### config.mk
export PLATFORM = sky130hd
export DESIGN_NAME = spi_xfer_ctrl
export DESIGN_NICKNAME = d
export VERILOG_FILES = /design/src/rtl/spi_ctrl_pkg.sv /design/src/rtl/spi_dcnt.sv /design/src/rtl/spi_xfer_ctrl.sv
export SDC_FILE = /design/constraint.sdc
export NUM_CORES = 1
export LEC_CHECK = 0
export ABC_AREA = 1
export ABC_CLOCK_PERIOD_IN_PS = 1700
export BUFFER_PORTS_ARGS = -buffer_cell sky130_fd_sc_hd__buf_4
export CAP_MARGIN = 30
export CORE_MARGIN = 2
export CORE_UTILIZATION = 25
export DETAILED_ROUTE_END_ITERATION = 8
export PLACE_DENSITY_LB_ADDON = 0.25
export SYNTH_ARGS = -nofsm -noshare
export SYNTH_HDL_FRONTEND = slang
export SYNTH_SLANG_ARGS = --single-unit
### constraint.sdc
create_clock -name PCLK -period 1.7 [get_ports PCLK]
set_input_delay 0.085 -clock PCLK [delete_from_list [all_inputs] [get_ports PCLK]]
set_output_delay 0.085 -clock PCLK [all_outputs]
set_load 0.01 [all_outputs]
### src/rtl/spi_ctrl_pkg.sv
// Shared types for the SPI frame sequencer.
// Provides the FSM state enum and the shifter watchdog limits.
package spi_ctrl_pkg;
  typedef enum logic [2:0] {
    IDLE,
    LOAD,
    SHIFT,
    STORE,
    GAP
  } state_t;

  localparam int TMO_W   = 8;
  localparam int TMO_MAX = 2**TMO_W - 1;
endpackage

### src/rtl/spi_dcnt.sv
// Loadable down-counter, saturating at zero.
// Ports: clk, rst_n, ld/ld_val (load), dec (count down), last (count <= 1).
module spi_dcnt #(
  parameter int W = 4
) (
  input  logic         clk,
  input  logic         rst_n,
  input  logic         ld,
  input  logic         dec,
  input  logic [W-1:0] ld_val,
  output logic         last
);
  logic [W-1:0] cnt;

  always_ff @(posedge clk or negedge rst_n) begin
    if (!rst_n) begin
      cnt <= '0;
    end else if (ld) begin
      cnt <= ld_val;
    end else if (dec && cnt != '0) begin
      cnt <= cnt - 1'b1;
    end
  end

  // treat an empty counter as terminal too, so the FSM cannot stall
  assign last = (cnt <= W'(1));
endmodule

### src/rtl/spi_xfer_ctrl.sv
// SPI frame sequencer: TX FIFO -> shifter -> RX FIFO, with slave select,
// inter-frame gap and shifter watchdog. All outputs are registered.
module spi_xfer_ctrl
  import spi_ctrl_pkg::*;
#(
  parameter int FIFO_DEPTH = 8,
  parameter int N          = $clog2(FIFO_DEPTH + 1),
  parameter int DATA_W     = 8,
  parameter int GAP_W      = 4
) (
  input  logic              PCLK,
  input  logic              PRESETn,
  input  logic              en,
  input  logic [GAP_W-1:0]  gap_cfg,
  input  logic [N-1:0]      tx_cnt,
  input  logic [DATA_W-1:0] tx_data,
  output logic              tx_pop,
  input  logic [N-1:0]      rx_cnt,
  output logic              rx_push,
  output logic [DATA_W-1:0] rx_data,
  output logic              shf_start,
  output logic [DATA_W-1:0] shf_data,
  input  logic              shf_done,
  input  logic [DATA_W-1:0] shf_rdata,
  output logic              ss_n,
  output logic              busy,
  output logic              err
);
  localparam logic [N-1:0] RX_FULL = N'(FIFO_DEPTH);
  localparam logic [N-1:0] RX_LIM  = N'(FIFO_DEPTH - 2);
  localparam logic [TMO_W-1:0] WD_MAX = TMO_W'(TMO_MAX);
  localparam logic [TMO_W-1:0] WD_EXP = WD_MAX - 1'b1;

  state_t           state;
  logic [TMO_W-1:0] wd;
  logic             go;
  logic             cont;
  logic             gap_ld;
  logic             gap_dec;
  logic             gap_last;

  assign go = en && tx_cnt != '0 && rx_cnt < RX_FULL;
  // at STORE the RX count does not yet include the push in flight
  assign cont = en && tx_cnt != '0 && rx_cnt <= RX_LIM;

  assign gap_ld  = (state == STORE) && cont && gap_cfg != '0;
  assign gap_dec = (state == GAP);

  spi_dcnt #(.W(GAP_W)) u_gap (
    .clk    (PCLK),
    .rst_n  (PRESETn),
    .ld     (gap_ld),
    .dec    (gap_dec),
    .ld_val (gap_cfg),
    .last   (gap_last)
  );

  always_ff @(posedge PCLK or negedge PRESETn) begin
    if (!PRESETn) begin
      state     <= IDLE;
      wd        <= '0;
      tx_pop    <= 1'b0;
      rx_push   <= 1'b0;
      rx_data   <= '0;
      shf_start <= 1'b0;
      shf_data  <= '0;
      ss_n      <= 1'b1;
      busy      <= 1'b0;
      err       <= 1'b0;
    end else begin
      tx_pop    <= 1'b0;
      rx_push   <= 1'b0;
      shf_start <= 1'b0;
      err       <= 1'b0;
      unique case (state)
        IDLE: begin
          if (go) begin
            state    <= LOAD;
            tx_pop   <= 1'b1;
            shf_data <= tx_data;
            ss_n     <= 1'b0;
            busy     <= 1'b1;
          end
        end
        LOAD: begin
          state     <= SHIFT;
          shf_start <= 1'b1;
          wd        <= '0;
        end
        SHIFT: begin
          if (wd != WD_MAX) wd <= wd + 1'b1;
          // a completion on the expiry cycle still counts
          if (shf_done) begin
            state   <= STORE;
            rx_data <= shf_rdata;
            rx_push <= 1'b1;
          end else if (wd == WD_EXP) begin
            state <= IDLE;
            err   <= 1'b1;
            ss_n  <= 1'b1;
            busy  <= 1'b0;
          end
        end
        STORE: begin
          if (cont && gap_cfg == '0) begin
            state    <= LOAD;
            tx_pop   <= 1'b1;
            shf_data <= tx_data;
          end else if (cont) begin
            state <= GAP;
          end else begin
            state <= IDLE;
            ss_n  <= 1'b1;
            busy  <= 1'b0;
          end
        end
        GAP: begin
          if (gap_last && go) begin
            state    <= LOAD;
            tx_pop   <= 1'b1;
            shf_data <= tx_data;
          end else if (gap_last) begin
            state <= IDLE;
            ss_n  <= 1'b1;
            busy  <= 1'b0;
          end
        end
        default: begin
          state <= IDLE;
          ss_n  <= 1'b1;
          busy  <= 1'b0;
        end
      endcase
    end
  end
endmodule

==> results.py <==
metrics = {
    "setup_path": {
        "rr_endpoint": "shf_data[2]",
        "worstPathArrival_ps": 1760,
        "crit_path_top_delay_cell": "dfrtp_1",
        "path_cells": "inv_2 -> ha_2 -> nor2_1 -> nor2_1 -> nand3_1 -> nor2_1 -> nor2_2 -> buf_12 -> nand2_4 -> nand2_1 -> nand2_1",
        "slowest_delay_ps": 410,
        "worst-setup-path-type": "reg -> reg",
        "r2r_slack_ps": 170,
        "crit_required_ps": 1930,
        "cp-start-kind": "flip-flop",
        "timing.rr.start": "u_gap.cnt[0]",
        "reg2reg_depth": 11,
        "worst-path-max-fanout": 12,
        "crit_top_cell": "nor2_1",
        "cp-end-kind": "flip-flop",
    },
    "grt": {
        "grt_max_degree": 38,
        "grt_antenna_before_repair": 0,
        "grt-ovfl-total": 0,
        "grt_pass1_vias": 1798,
        "grt_pass1_wl_um": 7900,
        "track_usage": 0.117,
    },
    "sta": {
        "period_needed_ps": 1530,
        "slew_headroom": 0.679,
        "grt_setup_unrepaired": "false",
        "hold_violations": 0,
        "tns_ps": 0,
        "max_freq_mhz": 654,
        "skew_ps": 10.2,
        "period_share": 0.900,
        "worst_pin_slew_ps": 482,
        "finalSetupViolCount": 0,
        "drv_slew": 0,
    },
    "cts": {
        "clkLatencyLatePin_ps": 300,
        "clkSinkCount": 37,
        "clock_path_buffers": 2,
        "cts_tree": "yes",
        "clk_pin_slew_ps": 80,
        "htree_levels": 2,
        "cts_buffers": 5,
        "cts_root_buffer": "clkbuf_8",
        "post_cts_buffers": 0,
    },
    "drt": {
        "drtAntennaViolNets": 0,
        "drc": 0,
        "via_per_inst": 4.10,
        "vias": 1733,
        "wl_per_cell_um": 10.3,
        "drt-initial-drc-count": 96,
        "routed_wl_um": 4380,
        "dr.pass1.iters": 6,
    },
    "power_and_ir_drop": {
        "p_leak_uw": 0.00144,
        "vdd_ir_drop_max_mv": 0.606,
        "p_per_area_nw_per_um2": 1410,
    },
    "final_layout": {
        "fin_nets": 360,
        "antennaDiodeCount": 0,
        "layout.cells.non_filler": 423,
        "area_growth_pct": 42.4,
        "layout_commonest_cell": "nand2_1",
        "drive_above_1_share": 0.275,
        "most-common-layout-cells": "nand2_1, buf_4, dfrtp_1, inv_1, nor2_1",
    },
    "place": {
        "gp_congestion": 0.739,
        "dp_cells": 397,
        "dp_hpwl_um": 3310,
        "io_buffers": 53,
    },
    "logic_synthesis": {
        "yosysUniqueCellTypes": 28,
        "synth_edf_count": 0,
        "synthCells": 244,
        "syn_nets": 281,
        "synth_seq_area_share": 0.484,
        "ys.flop_type": "dfrtp_1",
        "yosys_warnings": 0,
        "ys_ff_latch": 37,
        "syn_area_um2": 1920,
        "async_reset_ff_frac": 1.00,
        "syn_area_per_cell_um2": 7.86,
    },
    "min_path": {
        "whs_path_depth": 3,
        "whs_endpoint": "u_gap.cnt[2]",
        "hp-class": "in -> reg",
        "worstHoldStart": "gap_cfg[2]",
    },
    "status": {
        "status": "finished clean",
    },
    "floorplanning": {
        "die_h_um": 91.6,
        "top_level_ports": 54,
        "core_um2": 7330,
        "rows": 31,
        "die_area_um2": 8380,
        "start_util": 0.261,
        "dieWidth_um": 91.6,
    },
    "flow_run": {
        "max_cap_viol_count": 0,
    },
}
worst max path at each step:
stage	from	end	slack, ps	cells past startpoint
3_3_place_gp	u_gap.cnt[0]	shf_data[7]	180	11
2_1_floorplan	u_gap.cnt[0]	state[0]	260	11
5_1_grt	u_gap.cnt[0]	shf_data[5]	40	11
3_5_place_dp	u_gap.cnt[0]	shf_data[2]	110	11
4_1_cts	u_gap.cnt[0]	shf_data[2]	100	11
6_report	u_gap.cnt[0]	shf_data[2]	170	11
critical path, delay by kind of cell (launching register included):
family | cells | cell delay, ps
buffers and inverters | 2 | 230
AND/OR/NAND/NOR | 8 | 620
adder cells (fa/ha/maj) | 1 | 200
flip-flops | 1 | 410
kinds of logic (layout without fill, tap and decap cells):
group / Yosys count / count (layout) / share of synthesized area
adder cells (fa/ha/maj): 5 / 5 / 0.0326
AND/OR/NAND/NOR: 150 / 150 / 0.349
flip-flops: 37 / 37 / 0.484
buffers and inverters: 33 / 113 / 0.0738
XOR/XNOR: 3 / 3 / 0.0137
AO/OA/AOI/OAI: 16 / 16 / 0.0477
layout make-up:
class | instances | area (um^2)
clock buffers | 6 | 82.6
flip-flops and latches | 37 | 927
clock inverters | 2 | 13.8
multi-input cells | 174 | 851
repair buffers | 74 | 613
well taps | 99 | 124
inverters | 31 | 119
fillers | 771 | 4600
cells in the mapped netlist, types with 2 or more instances:
cell      n  area (um^2)
nor3_1    3         15.0
dfrtp_1  36          901
nand2_4   2         22.5
inv_2     5         18.8
inv_1    25         93.8
ha_1      5         62.6
nand3_1  20          100
o21ai_1   2         10.0
buf_6     2         22.5
nand3_2   3         30.0
nand2_1  88          330
nor2_1   23         86.3
a21oi_1   4         20.0
xor2_1    2         17.5
nand4_1   2         12.5
nor2_2    6         37.5
o21ai_0   5         25.0
layer usage:
layer	wire, um	vias to the layer above	track usage	part of all wire
li1	-	914	-	-
met4	86	0	0.0492	0.020
met5	0	-	0	0
met3	171	7	0.0257	0.039
met2	1990	32	0.192	0.46
met1	2130	780	0.147	0.49
sequential cells by signal, summed over array words and instances (netlist names):
register / count
busy: 1
err: 1
rx_data: 8
rx_push: 1
shf_data: 8
shf_start: 1
ss_n: 1
state: 3
tx_pop: 1
u_gap.cnt: 4
wd: 8
report_power, final:
group / total (uW) / switching, uW / internal [uW]
combinational: 1720 / 961 / 760
sequential: 1480 / 256 / 1230
clock: 656 / 328 / 329
total: 3860 / 1540 / 2320
repair_timing:
action	in CTS	in global routing
endpoints found under the setup margin	0	7
resized for setup	0	3
endpoints found under the hold margin	53	0
hold buffers	18	0
metrics by stage:
step                      instance area [um^2]   util  power [uW]  hold WS (ps)  worst slack, ps
after global placement                    2450  0.334        3180          86.5              181
after global routing                      2730  0.372        4230          29.3             36.6
after CTS                                 2730  0.372        3920          15.5              102
final                                     2730  0.372        3860          26.8              170
after floorplan                           1920      -        2510          -211              255
after detailed placement                  2450  0.334        3200          86.3              108
(Power assumes the default switching activity.)
